--- config.mk ---
export PLATFORM = sky130hd
export DESIGN_NAME = fp_mul_arbiter
export DESIGN_NICKNAME = d
export VERILOG_FILES = /design/src/rtl/fp_mul_pkg.sv /design/src/rtl/rr_arbiter.sv /design/src/rtl/fp_mul_arbiter.sv
export SDC_FILE = /design/constraint.sdc
export NUM_CORES = 1
export LEC_CHECK = 0
export CAP_MARGIN = 20
export CORE_AREA = 4 4 155 157
export DETAILED_ROUTE_END_ITERATION = 16
export DIE_AREA = 0 0 159 161
export GPL_TIMING_DRIVEN = 0
export PLACE_DENSITY = 0.66
export REMOVE_ABC_BUFFERS = 1
export SLEW_MARGIN = 20
export SYNTH_ARGS = -nofsm -noshare
export SYNTH_HDL_FRONTEND = slang
export SYNTH_SLANG_ARGS = --single-unit
--- constraint.sdc ---
create_clock -name clk -period 5.68 [get_ports clk]
set_input_delay 0.852 -clock clk [delete_from_list [all_inputs] [get_ports clk]]
set_output_delay 0.852 -clock clk [all_outputs]
set_load 0.01 [all_outputs]
--- src/rtl/fp_mul_pkg.sv ---
// Shared types and constants for the FP32 multiplier arbiter.
// Latency: none (definitions only).
// Backpressure: none (definitions only).
package fp_mul_pkg;

  localparam int          N_REQ_DEF   = 4;
  localparam int          TIMEOUT_DEF = 16;
  localparam logic [31:0] QNAN_32     = 32'h7FC0_0000;

  typedef enum logic [1:0] {
    ST_IDLE  = 2'd0,
    ST_ISSUE = 2'd1,
    ST_WAIT  = 2'd2,
    ST_RESP  = 2'd3
  } state_t;

endpackage

--- src/rtl/rr_arbiter.sv ---
// Round-robin pick: first asserted request at or after ptr, wrapping.
// Latency: purely combinational.
// Backpressure: none; the caller decides whether to act on the grant.
module rr_arbiter
  import fp_mul_pkg::*;
#(
  parameter int N_REQ = N_REQ_DEF
) (
  input  logic [N_REQ-1:0]         req,
  input  logic [$clog2(N_REQ)-1:0] ptr,
  output logic                     gnt_valid,
  output logic [$clog2(N_REQ)-1:0] gnt_idx
);

  localparam int IW = $clog2(N_REQ);

  logic [IW-1:0] w_idx;

  // Walk the slots starting at ptr; N_REQ is a power of two so the add wraps for free.
  always_comb begin
    gnt_valid = 1'b0;
    gnt_idx   = '0;
    w_idx     = '0;
    for (int i = 0; i < N_REQ; i++) begin
      w_idx = ptr + IW'(i);
      if (!gnt_valid && req[w_idx]) begin
        gnt_valid = 1'b1;
        gnt_idx   = w_idx;
      end
    end
  end

endmodule

--- src/rtl/fp_mul_arbiter.sv ---
// Shares one FP32 multiplier among N_REQ requesters, one operation in flight.
// Latency: accept at cycle 0, mul_start at 1, response the cycle after mul_done (or after TIMEOUT WAIT cycles).
// Backpressure: response held in RESP until rsp_ready; no new grant until the cycle after that handshake.
module fp_mul_arbiter
  import fp_mul_pkg::*;
#(
  parameter int N_REQ   = N_REQ_DEF,
  parameter int TIMEOUT = TIMEOUT_DEF
) (
  input  logic                     clk,
  input  logic                     reset,
  input  logic [N_REQ-1:0]         req_valid,
  output logic [N_REQ-1:0]         req_ready,
  input  logic [32*N_REQ-1:0]      req_a,
  input  logic [32*N_REQ-1:0]      req_b,
  output logic                     mul_start,
  output logic [31:0]              mul_a,
  output logic [31:0]              mul_b,
  input  logic                     mul_done,
  input  logic [31:0]              mul_result,
  output logic                     rsp_valid,
  input  logic                     rsp_ready,
  output logic [$clog2(N_REQ)-1:0] rsp_id,
  output logic [31:0]              rsp_data,
  output logic                     rsp_err
);

  localparam int IW = $clog2(N_REQ);
  localparam int TW = $clog2(TIMEOUT + 1);

  state_t        r_state;
  state_t        w_next;
  logic [IW-1:0] r_rr_ptr;
  logic [IW-1:0] r_grant;
  logic [TW-1:0] r_timer;
  logic [31:0]   r_a;
  logic [31:0]   r_b;
  logic [31:0]   r_rsp_data;
  logic          r_rsp_err;

  logic          w_gnt_valid;
  logic [IW-1:0] w_gnt_idx;
  logic [31:0]   w_sel_a;
  logic [31:0]   w_sel_b;
  logic          w_timeout;

  rr_arbiter #(.N_REQ(N_REQ)) u_rr (
    .req       (req_valid),
    .ptr       (r_rr_ptr),
    .gnt_valid (w_gnt_valid),
    .gnt_idx   (w_gnt_idx)
  );

  // Timer sits at TIMEOUT-1 on the last allowed WAIT cycle; a done in that cycle still wins.
  assign w_timeout = (r_state == ST_WAIT) && (r_timer == TW'(TIMEOUT - 1));

  // Mux the granted slot's operands out of the packed request buses.
  always_comb begin
    w_sel_a = '0;
    w_sel_b = '0;
    for (int i = 0; i < N_REQ; i++) begin
      if (w_gnt_idx == IW'(i)) begin
        w_sel_a = req_a[32*i +: 32];
        w_sel_b = req_b[32*i +: 32];
      end
    end
  end

  // State register.
  always_ff @(posedge clk or posedge reset) begin
    if (reset) r_state <= ST_IDLE;
    else       r_state <= w_next;
  end

  // Next-state logic.
  always_comb begin
    w_next = r_state;
    case (r_state)
      ST_IDLE:  if (w_gnt_valid)            w_next = ST_ISSUE;
      ST_ISSUE:                             w_next = ST_WAIT;
      ST_WAIT:  if (mul_done || w_timeout)  w_next = ST_RESP;
      ST_RESP:  if (rsp_ready)              w_next = ST_IDLE;
      default:                              w_next = ST_IDLE;
    endcase
  end

  // Strobes; req_ready is gated by reset so nothing is accepted while it is asserted.
  always_comb begin
    req_ready = '0;
    if (r_state == ST_IDLE && w_gnt_valid && !reset) req_ready[w_gnt_idx] = 1'b1;
    mul_start = (r_state == ST_ISSUE);
    rsp_valid = (r_state == ST_RESP);
  end

  // Datapath: operand/grant capture, wait timer, response capture, pointer advance.
  always_ff @(posedge clk or posedge reset) begin
    if (reset) begin
      r_rr_ptr   <= '0;
      r_grant    <= '0;
      r_timer    <= '0;
      r_a        <= '0;
      r_b        <= '0;
      r_rsp_data <= '0;
      r_rsp_err  <= 1'b0;
    end else begin
      case (r_state)
        ST_IDLE: begin
          if (w_gnt_valid) begin
            r_grant <= w_gnt_idx;
            r_a     <= w_sel_a;
            r_b     <= w_sel_b;
          end
        end
        ST_ISSUE: r_timer <= '0;
        ST_WAIT: begin
          r_timer <= r_timer + TW'(1);
          if (mul_done) begin
            r_rsp_data <= mul_result;
            r_rsp_err  <= 1'b0;
          end else if (w_timeout) begin
            r_rsp_data <= QNAN_32;
            r_rsp_err  <= 1'b1;
          end
        end
        ST_RESP: if (rsp_ready) r_rr_ptr <= r_grant + IW'(1);
        default: ;
      endcase
    end
  end

  assign mul_a    = r_a;
  assign mul_b    = r_b;
  assign rsp_id   = r_grant;
  assign rsp_data = r_rsp_data;
  assign rsp_err  = r_rsp_err;

endmodule

# Word level (Yosys, flattened, before mapping)
# Index checks and enable logic that the tools add are counted.
# op_classes
n_mux,36
addsub,5
reduce_logical,20
n_lt_le_gt_ge,6
n_eq_ne,10
# ops
cell,n
$mux 32,10
$lt 2x3->1 const B,5
$mux 2,7
$mux 1,11
$pmux 5 s2,1
$bmux 1 s2,4
$eq 2x2->1 const B,4
$pmux 2 s4,1
$logic_and 1x1->1,7
$reduce_and 2->1,3
$add 5x1->5 const B,1
$eq 5x4->1 const B,1
$add 2x1->2 const B,2
$add 2x2->2 const B,2
$eq 2x1->1 const B,2
$logic_not 1->1,4
$logic_not 2->1,2
$mux 4,1
$ne 2x1->1 const B,2
$reduce_bool 2->1,2
$reduce_and 3->1,1
$demux 1 s2,1
$ge 2x1->1 const B,1
$ne 2x2->1 const B,1
$logic_or 1x1->1,1
# totals
ff_bits,108
in_bits,296

# Logic depth before layout (Yosys ltp)
# depth
ltp_word,17
ltp_mapped,8

# By module
# Synthesis repeated with hierarchy kept, for this count alone.
# unflattened
cells_unflattened,528
area_unflattened_um2,6198.4
# modules_own_cells
module,instances,area_each_um2,cells_per_inst
fp_mul_arbiter,1,6120.9,513
rr_arbiter,1,77.6,15

# Worst setup path after synthesis
# No wires, ideal clock.
# synth_timing
path_kind,input to output
startpoint,input port req_valid[0]
endpoint,output port req_ready[1]
arrival_time_ns,2.260
required_time_ns,4.828
cell_stages,6
path_slack_ns,2.568
cell_sequence,nor2b_1 a211o_1 a21o_1 buf_4 buf_2 nor4_1
# synth_via
elab_chain_len,17
word_cells_on_any_way,30
# synth_rtl
item,line_no,rtl
from (decl),fp_mul_arbiter.sv:12,"input logic [N_REQ-1:0] req_valid,"
$bmux 1 s2,rr_arbiter.sv:26,if (!gnt_valid && req[w_idx]) begin
$mux 1 (not written as such),rr_arbiter.sv:26,
$mux 1,rr_arbiter.sv:26,
$logic_not 1->1,rr_arbiter.sv:26,
$logic_and 1x1->1,rr_arbiter.sv:26,
$mux 1,rr_arbiter.sv:26,
$logic_not 1->1,rr_arbiter.sv:26,
$logic_and 1x1->1,rr_arbiter.sv:26,
$mux 1,rr_arbiter.sv:26,
$logic_not 1->1,rr_arbiter.sv:26,
$logic_and 1x1->1,rr_arbiter.sv:26,
$mux 2,rr_arbiter.sv:26,
$lt 2x3->1 (not written as such) / $ge 2x1->1 (equally long branches),fp_mul_arbiter.sv:90,if (r_state == ST_IDLE && w_gnt_valid && !reset) req_ready[w_gnt_idx] = 1'b1;
$logic_and 1x1->1 (not written as such),fp_mul_arbiter.sv:90,
$mux 1 (not written as such),fp_mul_arbiter.sv:90,
$demux 1 s2,fp_mul_arbiter.sv:90,
$mux 4 *,fp_mul_arbiter.sv:90,
to (decl),fp_mul_arbiter.sv:13,"output logic [N_REQ-1:0] req_ready,"
# Every way passes the cells marked *; elsewhere a longest branch is shown, timed or not. The select of a mux whose other input is x is not followed.

# Worst setup path in the final report
# layout_timing
startpoint,input port req_valid[2]
endpoint,output port req_ready[1]
# The elaborated chain is that of the path after synthesis.

==> impl_metrics.csv <==
group,metric,value,unit
timing,final.min_clock_period,4.41,ns
critical_path,end_kind,"primary output",
final_layout,finalNetCount,1268,
die,rows,55,
final_layout,multi_input_area,3610,um2
final_layout,area_growth,71.2,%
synth,synthTopCellsByArea,"dfrtp_1 41%, a221oi_2 13%, mux2i_1 9.6%, and2_1 6.1%, a211oi_2 6.0%",
critical_path,max_stage_delay,0.63,ns
timing,slew_viol_final,0,
worst_hold_path,min_path_cells,1,
timing,finalClockSkew,0.00856,ns
die,core,22500,um2
pwr,p_sw,2.03,mW
synth,synth_top_area_share,40.7,%
synth,avgSynthCellArea,11.2,um2
placed_design,port_buffers,400,
grt,antenna_found_initial,2,
final_layout,drive_gt1_share,13.6,%
synth,ys.warnings.count,0,
placed_design,pre_cts_ws,1.25,ns
timing,tightest_slew,0.923,ns
critical_path,cp_max_fo,41,
synth,synthArstFlopShare,100,%
timing,hold_viol,0,
timing,final.period_utilization,77.6,%
grt,grt_pass1_vias,6712,
cts,clockBufferDepth,2,
grt,grt_first_pass_wirelength,40.5,mm
placed_design,routabilityCongestion,0.763,
cts,ctsRootBufferMaster,"clkbuf_16",
synth,synth_edf_count,0,
grt,grt_max_degree,71,
die,die-area,25600,um2
route,drc,0,
timing,fmax,227,MHz
final_layout,layoutNonFillerInstCount,1256,
pwr,power_leakage,4.42,nW
cts,clkSinkCount,108,
job,drv_cap,0,
synth,yosysTopAreaCell,"dfrtp_1",
cts,htreeDepth,3,
cts,worstSkewPairLatency,0.35,ns
placed_design,dp_cells,1239,
critical_path,crit_type,"in -> out",
die,fp.dieH,161,um
grt,grt_overflow,0,
cts,cts_hold_buf,0,
placed_design,dp_hpwl,20.1,mm
grt,grtUsageTotal,19.9,%
synth,synth.distinct_cells,40,
cts,cts-resized-gates,0,
cts,cts_setup_buffers,0,
synth,synth_area,6640,um2
pwr,p_per_area,440,nW/um2
critical_path,crit_required,4.83,ns
cts,path_clk_slew,0.08,ns
synth,yosysMostFrequentCell,"dfrtp_1",
route,drt_pass1_iterations,4,
pwr,power_frac_seq,26.8,%
pwr,combinationalPowerShare,60.4,%
placed_design,placed_area,11100,um2
synth,synth_cells,593,
timing,tns,0,ns
die,die_w,159,um
outcome,status,"complete, no violations",
route,first_iter_violations,214,
pwr,p_int,2.97,mW
critical_path,cp_data_arrival_time,3.56,ns
timing,setup_violations,0,
route,dr_total_vias,6341,
pwr,clkPwrFrac,12.8,%
worst_hold_path,min_path_type,"reg -> reg",
cts,cts-buffers-inserted,9,
critical_path,crit_chain,"clkdlybuf4s50_1 -> inv_1 -> o221ai_1 -> a21o_4 -> buf_16 -> nor4_1 -> clkdlybuf4s50_1",
route,wirelength,26.2,mm
critical_path,cpMostUsedCell,"clkdlybuf4s50_1",
critical_path,startpoint_type,"input pin",
synth,ys_ff_latch,108,
synth,synth_flop_cell,"dfrtp_1",
synth,yosysSeqAreaShare,40.7,%
timing,setup_slack,1.27,ns
route,wl_per_cell,20.9,um
route,ant_nets,0,
pwr,ir_worst_vdd,0.000185,V
final_layout,seq_area,2700,um2
critical_path,cp_slowest_cell,"clkdlybuf4s50_1",
route,viasPerCell,5.05,
synth,synthTopCellsByCount,"108 x dfrtp_1, 70 x nor2_1, 65 x and2_1, 64 x mux2i_1, 59 x a221oi_2",
die,io_pins,401,
cts,cts_tree,"built",
final_layout,post-route-cell-area,11400,um2
timing,rsz0062_at_grt,"false",
die,start_util,29.5,%
timing,slew_headroom,38.5,%
pwr,switching_share,40.6,%
critical_path,reg2reg_depth,7,
final_layout,nFillCells,2067,
## power by group through the flow
stage	Sequential (mW)	Combinational (mW)	Clock (mW)
after detailed placement	1.35	3.06	0
after global routing	1.38	3.25	0.701
final	1.34	3.02	0.641
after CTS	1.34	3.06	0.675
after floorplan	1.50	1.37	0
after global placement	1.34	2.94	0
## critical path, delay by kind of cell
| kind | cells | cell delay, ns |
|---|---|---|
| AOI/OAI and AO/OA | 2 | 1.05 |
| and+or+nand+nor | 1 | 0.10 |
| buffers and inverters | 4 | 1.55 |
## logic make-up after synthesis
family	Yosys count	share of synthesized area [%]
DFF	108	40.7
adders and majority gates	7	1.32
AOI/OAI and AO/OA	182	30.2
xor gates and xnor gates	1	0.132
muxes	64	9.65
buffers and inverters	65	5.56
and+or+nand+nor	166	12.4
## cells in the final DEF (no fill, tap or decap), types with 9 or more instances in the layout
cell type        count
a211oi_1            32
a221oi_2            59
nor2_1              69
o21ai_0              9
a211oi_2            32
clkbuf_16            9
clkdlybuf4s50_1    400
mux2i_1             64
o22a_1               9
dfrtp_1            108
and2_1              65
inv_1               10
a22o_1              23
nand2_1             13
## stage by stage
| step | total power [mW] | util (%) | hold slack, ns |
|---|---|---|---|
| after global placement | 4.28 | 47.4 | 0.469 |
| final | 5.00 | 50.5 | 0.492 |
| after global routing | 5.34 | 50.5 | 0.509 |
| after CTS | 5.08 | 50.5 | 0.485 |
| after floorplan | 2.87 | - | 0.444 |
| after detailed placement | 4.40 | 49.2 | 0.472 |
## sequential cells by signal (all words and copies together) (netlist names)
register  count
rsp_err       1
r_state       2
mul_a        32
r_rr_ptr      2
r_timer       5
rsp_id        2
mul_b        32
rsp_data     32
## routing by layer
metal	part of all wire, %	GRT usage, %	wire length (um)
met3	9.9	8.45	2590
met5	0.13	0	34
met1	40	22.7	10400
met2	49	34.6	12800
met4	1.8	5.17	481
## cell type report
cell class                 instances  area share, %
timing repair buffer             415           38.3
multi-input combinational        420           31.8
sequential                       108           23.8
tap                              285           3.14
clock buffer                      10           2.10
clock inverter                     6          0.517
inverter                          11          0.407
antenna                            1         0.0220
## path summary, 6_finish.rpt
check / startpoint / to / slack [ns]
min in group asynchronous: reset / mul_b[22] / 1.08
max reg2reg: r_state[0] / mul_b[23] / 3.05
max: req_valid[2] / req_ready[1] / 1.27
min reg2reg: rsp_data[30] / rsp_data[30] / 0.49
max in group asynchronous: reset / mul_a[31] / 3.94
min: rsp_data[30] / rsp_data[30] / 0.49
Note: power is estimated with default switching activity, not from simulation.
